### config.mk
export PLATFORM = sky130hd
export DESIGN_NAME = chick_turn_ctrl
export DESIGN_NICKNAME = d
export VERILOG_FILES = /design/src/rtl/chick_pkg.sv /design/src/rtl/chick_tile_rom.sv /design/src/rtl/chick_turn_ctrl.sv
export SDC_FILE = /design/constraint.sdc
export NUM_CORES = 1
export LEC_CHECK = 0
export BUFFER_PORTS_ARGS = -buffer_cell sky130_fd_sc_hd__buf_2
export CAP_MARGIN = 20
export CORE_MARGIN = 4
export CORE_UTILIZATION = 50
export DETAILED_ROUTE_END_ITERATION = 10
export HOLD_SLACK_MARGIN = 0.02
export PLACE_DENSITY = 0.83
export SLEW_MARGIN = 10
export SYNTH_ARGS = -nofsm -noshare
export SYNTH_HDL_FRONTEND = slang
export SYNTH_SLANG_ARGS = --single-unit
### constraint.sdc
create_clock -name clk -period 3.9 [get_ports clk]
set_input_delay 0.78 -clock clk [delete_from_list [all_inputs] [get_ports clk]]
set_output_delay 0.78 -clock clk [all_outputs]
set_load 0.005 [all_outputs]
### src/rtl/chick_pkg.sv
// Shared types and constants for the Chicken Cha-Cha-Cha turn controller:
// tile symbol table, FSM state encoding and player-count decode.
package chick_pkg;

  localparam int NUM_TILES_DEF = 24;
  localparam int TILE_COUNT    = 24;

  // sym(i) = (i*3 + i/8) mod 8, so each of the 8 symbols appears exactly 3 times.
  localparam logic [2:0] TILE_SYM [0:TILE_COUNT-1] = '{
    3'd0, 3'd3, 3'd6, 3'd1, 3'd4, 3'd7, 3'd2, 3'd5,
    3'd1, 3'd4, 3'd7, 3'd2, 3'd5, 3'd0, 3'd3, 3'd6,
    3'd2, 3'd5, 3'd0, 3'd3, 3'd6, 3'd1, 3'd4, 3'd7
  };

  typedef enum logic [2:0] {
    S_IDLE      = 3'd0,
    S_WAIT_CARD = 3'd1,
    S_LOOKUP    = 3'd2,
    S_STEP      = 3'd3,
    S_PASS      = 3'd4,
    S_DONE      = 3'd5
  } state_t;

  function automatic logic [2:0] player_count(input logic [1:0] n);
    case (n)
      2'd0:    return 3'd2;
      2'd1:    return 3'd3;
      default: return 3'd4;
    endcase
  endfunction

endpackage

### src/rtl/chick_tile_rom.sv
// Combinational tile-symbol lookup; positions outside the ring read as symbol 0.
module chick_tile_rom
  import chick_pkg::*;
(
  input  logic [4:0] pos,
  output logic [2:0] sym
);

  always_comb begin
    sym = 3'd0;
    if (pos < 5'(TILE_COUNT)) sym = TILE_SYM[pos];
  end

endmodule

### src/rtl/chick_turn_ctrl.sv
// Turn controller: decides step or pass for each flipped card, drives one-hot
// step strobes to the position counters, counts steps and declares the winner.
module chick_turn_ctrl
  import chick_pkg::*;
#(
  parameter int NUM_TILES = NUM_TILES_DEF,
  parameter int WIN_STEPS = 24
) (
  input  logic       clk,
  input  logic       rst,
  input  logic       start,
  input  logic [1:0] N,
  input  logic [4:0] p1_cnt,
  input  logic [4:0] p2_cnt,
  input  logic [4:0] p3_cnt,
  input  logic [4:0] p4_cnt,
  input  logic       card_valid,
  input  logic [2:0] card_sym,
  output logic       card_ready,
  output logic [3:0] p_da,
  output logic [1:0] turn,
  output logic       winner_valid,
  output logic [1:0] winner,
  output logic [2:0] state_dbg
);

  // Card handshake: a card is consumed on a rising edge where card_valid and
  // card_ready are both high; card_ready is high only in WAIT_CARD, and a
  // card_valid seen at any other time is dropped, never queued.

  state_t     state;
  logic [2:0] players;
  logic [2:0] sym_q;
  logic [4:0] step_cnt [4];

  logic [4:0] cur_pos, eff_pos, next_pos, step_inc;
  logic [2:0] tile, turn_inc;
  logic [1:0] turn_adv;
  logic       match;

  always_comb begin
    case (turn)
      2'd0:    cur_pos = p1_cnt;
      2'd1:    cur_pos = p2_cnt;
      2'd2:    cur_pos = p3_cnt;
      default: cur_pos = p4_cnt;
    endcase
    eff_pos  = (cur_pos >= 5'(NUM_TILES)) ? 5'd0 : cur_pos;
    next_pos = (eff_pos == 5'(NUM_TILES - 1)) ? 5'd0 : eff_pos + 5'd1;
    step_inc = (step_cnt[turn] == 5'd31) ? 5'd31 : step_cnt[turn] + 5'd1;
    turn_inc = {1'b0, turn} + 3'd1;
    turn_adv = (turn_inc == players) ? 2'd0 : turn_inc[1:0];
  end

  chick_tile_rom u_rom (
    .pos (next_pos),
    .sym (tile)
  );

  assign match     = (tile == sym_q);
  assign state_dbg = state;

  always_ff @(posedge clk) begin
    if (rst) begin
      state        <= S_IDLE;
      card_ready   <= 1'b0;
      p_da         <= 4'b0000;
      turn         <= 2'd0;
      winner_valid <= 1'b0;
      winner       <= 2'd0;
      players      <= 3'd2;
      sym_q        <= 3'd0;
      for (int k = 0; k < 4; k++) step_cnt[k] <= 5'd0;
    end else begin
      // Strobe defaults low so it is exactly one cycle wide.
      p_da <= 4'b0000;
      case (state)
        S_IDLE: begin
          if (start) begin
            players    <= player_count(N);
            turn       <= 2'd0;
            card_ready <= 1'b1;
            state      <= S_WAIT_CARD;
            for (int k = 0; k < 4; k++) step_cnt[k] <= 5'd0;
          end
        end
        S_WAIT_CARD: begin
          if (card_valid) begin
            sym_q      <= card_sym;
            card_ready <= 1'b0;
            state      <= S_LOOKUP;
          end
        end
        S_LOOKUP: begin
          if (match) begin
            p_da  <= 4'b0001 << turn;
            state <= S_STEP;
          end else begin
            state <= S_PASS;
          end
        end
        S_STEP: begin
          step_cnt[turn] <= step_inc;
          if (step_inc == 5'(WIN_STEPS)) begin
            winner_valid <= 1'b1;
            winner       <= turn;
            state        <= S_DONE;
          end else begin
            card_ready <= 1'b1;
            state      <= S_WAIT_CARD;
          end
        end
        S_PASS: begin
          turn       <= turn_adv;
          card_ready <= 1'b1;
          state      <= S_WAIT_CARD;
        end
        S_DONE:  state <= S_DONE;
        default: state <= S_IDLE;
      endcase
    end
  end

endmodule

==> results of run 1 <==
[layout make-up]
type                       count  area (um2)  share of cell area, %
multi-input combinational    184        1400                   46.8
inverter                      10        41.3                   1.38
sequential                    41        1020                   34.2
clock inverter                 3        22.5                  0.753
clock buffer                   5        68.8                   2.30
tap                           52        65.1                   2.17
timing repair buffer          63         370                   12.4
[sequential cells by signal (all words and copies together) (netlist names), named ones only]
name	flops
step_cnt	20
p_da	4
players	3
state_dbg	3
sym_q	3
turn	2
winner	2
card_ready	1
winner_valid	1
[kinds of logic after synthesis]
family | count (synthesis)
XOR/XNOR | 9
buffers and inverters | 18
AO/OA/AOI/OAI | 54
adder cells (fa/ha/maj) | 10
AND/OR/NAND/NOR | 95
multiplexers | 16
flip-flops | 41
[synth_stat cells, types with 2 or more instances]
| cell | count |
|---|---|
| and4_1 | 2 |
| or4_1 | 3 |
| clkbuf_1 | 5 |
| o21ai_0 | 9 |
| nor4_1 | 5 |
| nor3_1 | 6 |
| a211oi_1 | 3 |
| nor2_1 | 43 |
| o22ai_1 | 2 |
| a31oi_1 | 3 |
| o211ai_1 | 3 |
| a211o_1 | 3 |
| nand2b_1 | 7 |
| a32oi_1 | 2 |
| mux4_2 | 5 |
| xnor2_1 | 6 |
| nand3_1 | 2 |
| mux2i_1 | 8 |
| inv_1 | 9 |
| nand2_1 | 13 |
| buf_2 | 2 |
| ha_1 | 10 |
| a222oi_1 | 5 |
| or3_1 | 4 |
| dfxtp_1 | 21 |
| nor2b_1 | 4 |
| edfxtp_1 | 20 |
| xor2_1 | 3 |
| a21oi_1 | 9 |
[critical path, delay by kind of cell, from the launching register on]
| kind | cells | cell delay, ns |
|---|---|---|
| compound gates | 5 | 1.03 |
| fa+ha+maj | 2 | 0.38 |
| buf+inv | 4 | 0.60 |
| flops | 1 | 0.37 |
| mux | 1 | 0.38 |
| simple gates | 3 | 0.85 |
[stage by stage]
| stage | cell area, um2 | worst slack [ns] | TNS, ns | total power [mW] | util, % |
|---|---|---|---|---|---|
| final | 2990 | 0.152 | 0 | 0.965 | 66.9 |
| after global placement | 2700 | 0.0723 | 0 | 0.659 | 60.3 |
| after global routing | 2990 | -0.0272 | -0.0272 | 1.01 | 66.9 |
| after detailed placement | 2700 | -0.0104 | -0.0104 | 0.664 | 60.3 |
| after CTS | 2840 | 0.00582 | 0 | 0.940 | 63.5 |
| after floorplan | 2390 | 0.0211 | 0 | 0.609 | - |
[what timing repair did]
item / 4_1_cts / 5_1_grt
pin swaps: 1 / 6
hold buffers: 0 / 0
setup endpoints to repair: 2 / 7
resized for setup: 1 / 24
gates cloned: 0 / 0
setup buffers: 6 / 6
[metal layers]
layer  GRT usage, %  wire length, um  up-vias
met5              0                0        -
met4           7.83               95        0
met3           2.22              418       10
met2           31.9             2810       90
met1           25.4             2330     1012
li1               -                -     1035
[power by group through the flow]
stage	clock network [mW]	logic [mW]	registers, mW
finish	0.285	0.191	0.488
floorplan	0	0.117	0.492
detailed placement	0	0.166	0.498
global route	0.302	0.213	0.491
CTS	0.278	0.174	0.488
global placement	0	0.162	0.497
[worst paths after layout]
path / endpoint / cells after the start / startpoint
max: state_dbg[0]$_SDFFE_PP0P_ / 15 / turn[0]$_SDFFE_PP0P_
min: winner_valid$_SDFFE_PP0P_ / 2 / winner_valid$_SDFFE_PP0P_
max reg2reg: state_dbg[0]$_SDFFE_PP0P_ / 15 / turn[0]$_SDFFE_PP0P_
min reg2reg: winner_valid$_SDFFE_PP0P_ / 2 / winner_valid$_SDFFE_PP0P_
==> flow_metrics.py, run 1 <==
metrics = {
    "status": {
        "status": "finished, final reports clean",
    },
    "floorplanning": {
        "row_count": 24,
        "dieHeight_um": 77.1,
        "design.die.area_um2": 5940,
        "die_x_um": 77.1,
        "io_pins": 42,
        "initial_core_util_pct": 53.4,
        "core_um2": 4470,
    },
    "critical_path": {
        "cp-start-kind": "flip-flop",
        "cp_max_fo": 12,
        "worstPathCellList": "buf_4 > ha_1 > inv_2 > mux2i_2 > o21ai_0 > inv_1 > ha_4 > inv_2 > a211oi_4 > nor2_1 > a22o_2 > or4_4 > o211ai_1 > or3_4 > a31oi_1",
        "critical_path_class": "reg -> reg",
        "cp_slowest_cell": "or4_4",
        "worstPathRequired_ns": 4.08,
        "cp_common_cell": "inv_2",
        "arrival_ns": 3.93,
        "worst_setup_path_end_kind": "flip-flop",
        "critPathMaxStageDelay_ns": 0.52,
        "r2r_setup_slack_ns": 0.15,
    },
    "global_routing": {
        "grt_pass1_vias": 1984,
        "grt_max_degree": 17,
        "grt_pass1_wl_mm": 9.32,
        "antenna_found_initial": 0,
        "grt_usage_pct": 19.2,
        "overflow": 0,
    },
    "yosys": {
        "syn_inst": 243,
        "ys_ff_latch": 41,
        "syn_nets": 282,
        "synthXorXnorAreaFrac_pct": 3.30,
        "muxShareOfSynthArea_pct": 9.75,
        "synthSimpleGateAreaFrac_pct": 19.2,
        "synth-seq-area-share_pct": 42.8,
        "synth_ff_type": "dfxtp_1",
        "yosysTopAreaCellShare_pct": 25.2,
        "async_reset_ff_share_pct": 0,
        "synth-compound-area-share_pct": 16.5,
        "synth_edf_count": 20,
        "synth_area_leaders": "edfxtp_1, dfxtp_1, nor2_1, ha_1, mux4_2",
        "synthesis.area_per_instance_um2": 9.82,
        "yosysWarnings": 0,
        "syn_area_um2": 2390,
        "synth_cell_type_count": 55,
        "synth-adder-area-share_pct": 5.24,
        "synth_top_family_by_area": "simple AND/OR/NAND/NOR gates",
        "yosys.area.top_type": "edfxtp_1",
    },
    "clock_network": {
        "clock_latency_ns": 0.30,
        "cts_buffers": 5,
        "cts_root_buf": "clkbuf_8",
        "clk_pin_slew_ns": 0.08,
        "clock_sinks": 41,
        "htree_levels": 2,
        "clock_path_buffers": 2,
        "cts_tree": "done",
    },
    "finish": {
        "n_antenna_cell": 0,
        "fillerInstances": 344,
        "fin_nets": 344,
        "fin_cells": 358,
        "final_cell_mix": "nor2_1, buf_2, buf_4, dfxtp_1, edfxtp_1",
        "layout-drive-gt1-share_pct": 34.0,
        "syn2layout_area_growth_pct": 25.4,
        "final_common_cell": "nor2_1",
    },
    "pwr": {
        "p_sw_share_pct": 28.6,
        "p_comb_share_pct": 19.8,
        "intPower_uw": 689,
        "clockPowerShare_pct": 29.6,
        "power_leakage_nw": 1.19,
        "switching_power_uw": 276,
        "seqPwrFrac_pct": 50.6,
        "powerDensity_nw_per_um2": 322,
        "irDropWorstVdd_mv": 0.161,
    },
    "sta": {
        "tightestPinTransition_ns": 0.965,
        "finalSetupViolCount": 0,
        "whs_ns": 0.465,
        "max-slew-margin-rel_pct": 35.6,
        "max_freq_mhz": 267,
        "final.period_utilization_pct": 96.1,
        "fin_crit_ns": 3.75,
        "final-hold-violation-count": 0,
        "clock_skew_ns": 0.00714,
        "report.final.slew_viol_count": 0,
    },
    "detailed_routing": {
        "ant_nets": 0,
        "via_count": 2147,
        "vias_per_cell": 6.00,
        "first_pass_iters": 6,
        "drt_wl_total_mm": 5.65,
        "wl_per_cell_um": 15.8,
        "drc": 0,
        "first_iter_violations": 153,
    },
    "flow_run": {
        "maxCapViolations": 0,
    },
    "placed_design": {
        "hpwl_mm": 4.12,
        "io_buffers": 41,
        "routabilityCongestion": 0.893,
        "dp.cells": 338,
    },
    "hold_path": {
        "holdCritPathClass": "reg -> reg",
    },
}
No activity file was read; power rests on OpenSTA's default activity.
==> run 2: changes to the inputs <==
--- a/constraint.sdc
+++ b/constraint.sdc
@@ -3,2 +3,2 @@
 set_output_delay 0.78 -clock clk [all_outputs]
-set_load 0.005 [all_outputs]
+set_load 0.05 [all_outputs]
==> run 2 against run 1 <==
  * Combinational power about the same
  * Clock-buffer cell count up 3
  * Sequential share of layout area is 1.5 points higher
  * Via count down 5.0%
  * Maximum frequency grew 1.2%
  * Clock power shrank 7.7%
  * Critical path depth did not move
  * Largest cell class unchanged
==> flow_metrics.py, run 2 (synthesized netlist as in run 1, its figures left out) <==
metrics = {
    "detailed_routing": {
        "wl_per_cell_um": 15.3,
        "first_iter_violations": 128,
        "drt_wl_total_mm": 5.31,
        "drc": 0,
        "via_count": 2039,
        "vias_per_cell": 5.88,
        "ant_nets": 0,
        "first_pass_iters": 5,
    },
    "finish": {
        "layout-drive-gt1-share_pct": 30.8,
        "post-route-util_pct": 64.4,
        "syn2layout_area_growth_pct": 20.7,
        "postLayoutCellArea_um2": 2880,
        "largest_reg_flops": 20,
        "reg_top3": "step_cnt x20, p_da x4",
        "final_common_cell": "nor2_1",
        "n_antenna_cell": 0,
        "top_register": "step_cnt",
        "final_cell_mix": "nor2_1, buf_2, edfxtp_1, dfxtp_1, nand2_1",
        "fin_nets": 333,
        "fillerInstances": 338,
    },
    "critical_path": {
        "cp-start-kind": "flip-flop",
        "critical_path_class": "reg -> reg",
        "worstPathCellList": "clkinvlp_4 > ha_2 > a222oi_1 > mux2_4 > o221ai_2 > inv_2 > ha_2 > inv_2 > a211oi_4 > nor2_1 > a22o_2 > or4_1 > o211ai_1 > or3_4 > a31oi_1",
        "arrival_ns": 3.87,
        "worst_setup_path_end_kind": "flip-flop",
        "cp_num_buf_inv": 3,
        "rr_worst_depth": 15,
        "critical-path-top-delay-family": "compound AO/OA/AOI/OAI gates",
        "worstPathRequired_ns": 4.06,
        "cp_slowest_cell": "or4_1",
        "cp_max_fo": 7,
        "worstReg2RegEnd": "state_dbg[0]$_SDFFE_PP0P_",
        "r2r_setup_slack_ns": 0.20,
        "r2r_start": "turn[1]$_SDFFE_PP0P_",
        "critPathMaxStageDelay_ns": 0.50,
    },
    "floorplanning": {
        "design.die.area_um2": 5940,
        "row_count": 24,
        "dieHeight_um": 77.1,
        "io_pins": 42,
        "initial_core_util_pct": 53.4,
        "core_um2": 4470,
        "die_x_um": 77.1,
    },
    "placed_design": {
        "hpwl_mm": 4.01,
        "placed_cell_area_um2": 2690,
        "routabilityCongestion": 0.884,
        "io_buffers": 41,
    },
    "sta": {
        "tightestPinTransition_ns": 0.808,
        "max-slew-margin-rel_pct": 45.4,
        "finalSetupViolCount": 0,
        "final.period_utilization_pct": 95.0,
        "max_freq_mhz": 270,
        "final-hold-violation-count": 0,
        "report.final.slew_viol_count": 0,
        "fin_crit_ns": 3.70,
        "clock_skew_ns": 0.00985,
    },
    "global_routing": {
        "grt_pass1_vias": 1969,
        "antenna_found_initial": 0,
        "grt_usage_pct": 18.4,
        "grt_max_degree": 17,
        "overflow": 0,
        "grt_pass1_wl_mm": 8.82,
    },
    "hold_path": {
        "hold_depth": 2,
        "holdCritPathClass": "reg -> reg",
        "hold_end": "card_ready$_SDFFE_PP0P_",
        "holdCritStartpoint": "card_ready$_SDFFE_PP0P_",
    },
    "pwr": {
        "irDropWorstVdd_mv": 0.173,
        "power_leakage_nw": 1.14,
        "powerDensity_nw_per_um2": 326,
    },
    "clock_network": {
        "ctsHoldBuffers": 0,
        "clock_path_buffers": 2,
        "cts_buffers": 5,
        "htree_levels": 2,
        "clock_sinks": 41,
        "clk_pin_slew_ns": 0.08,
        "cts_tree": "done",
        "clock_latency_ns": 0.29,
        "cts_root_buf": "clkbuf_8",
    },
    "status": {
        "status": "finished, final reports clean",
    },
    "flow_run": {
        "maxCapViolations": 0,
    },
}
==> run 2: metal layers <==
layer	vias to the layer above	wire [um]	track usage [%]
li1	1008	-	-
met1	929	2270	23.2
met2	95	2540	30.1
met3	7	409	4.10
met4	0	80	7.83
met5	-	0	0
==> run 2: final cells by class <==
class / count / area [um2] / share of cell area, %
multi-input combinational: 184 / 1380 / 47.9
inverter: 10 / 41.3 / 1.43
timing repair buffer: 52 / 288 / 9.99
clock buffer: 8 / 80.1 / 2.78
sequential: 41 / 1030 / 35.7
tap: 52 / 65.1 / 2.26
==> run 2: worst min-delay path, stage by stage, from the launching register on <==
cell,delay (ns)
dfxtp_1,0.31
nor2_1,0.09
nor3_1,0.04
==> run 2: metrics by stage <==
step / setup TNS [ns] / cells / power [mW] / hold slack [ns] / worst slack [ns]
2_1_floorplan: 0 / 243 / 0.620 / 0.459 / 0.0196
3_3_place_gp: 0 / 336 / 0.667 / 0.443 / 0.0918
3_5_place_dp: -0.165 / 336 / 0.673 / 0.476 / -0.0728
4_1_cts: 0 / 344 / 0.925 / 0.495 / 0.0467
5_1_grt: -0.0338 / 347 / 0.987 / 0.513 / -0.0338
6_report: 0 / 347 / 0.940 / 0.493 / 0.195
==> run 2: worst max-delay path by stage <==
| stage | slack, ns | start | end | depth (start not counted) |
|---|---|---|---|---|
| floorplan | 0.02 | turn[0]$_SDFFE_PP0P_ | state_dbg[0]$_SDFFE_PP0P_ | 17 |
| global placement | 0.09 | p1_cnt[4] | state_dbg[0]$_SDFFE_PP0P_ | 14 |
| detailed placement | -0.07 | p1_cnt[4] | state_dbg[0]$_SDFFE_PP0P_ | 14 |
| CTS | 0.05 | turn[1]$_SDFFE_PP0P_ | p_da[0]$_SDFF_PP0_ | 15 |
| global route | -0.03 | turn[1]$_SDFFE_PP0P_ | state_dbg[0]$_SDFFE_PP0P_ | 15 |
| finish | 0.20 | turn[1]$_SDFFE_PP0P_ | state_dbg[0]$_SDFFE_PP0P_ | 15 |
==> run 2: what timing repair did <==
action | in CTS | in global routing
setup buffers | 0 | 3
pin swaps | 0 | 6
resized for setup | 1 | 20
setup endpoints to repair | 1 | 7
==> run 2: report_power, final <==
part | internal [mW] | leakage [nW] | switching (mW)
registers | 0.473 | 0.390 | 0.0136
logic | 0.0812 | 0.710 | 0.110
clock network | 0.127 | 0.0395 | 0.136
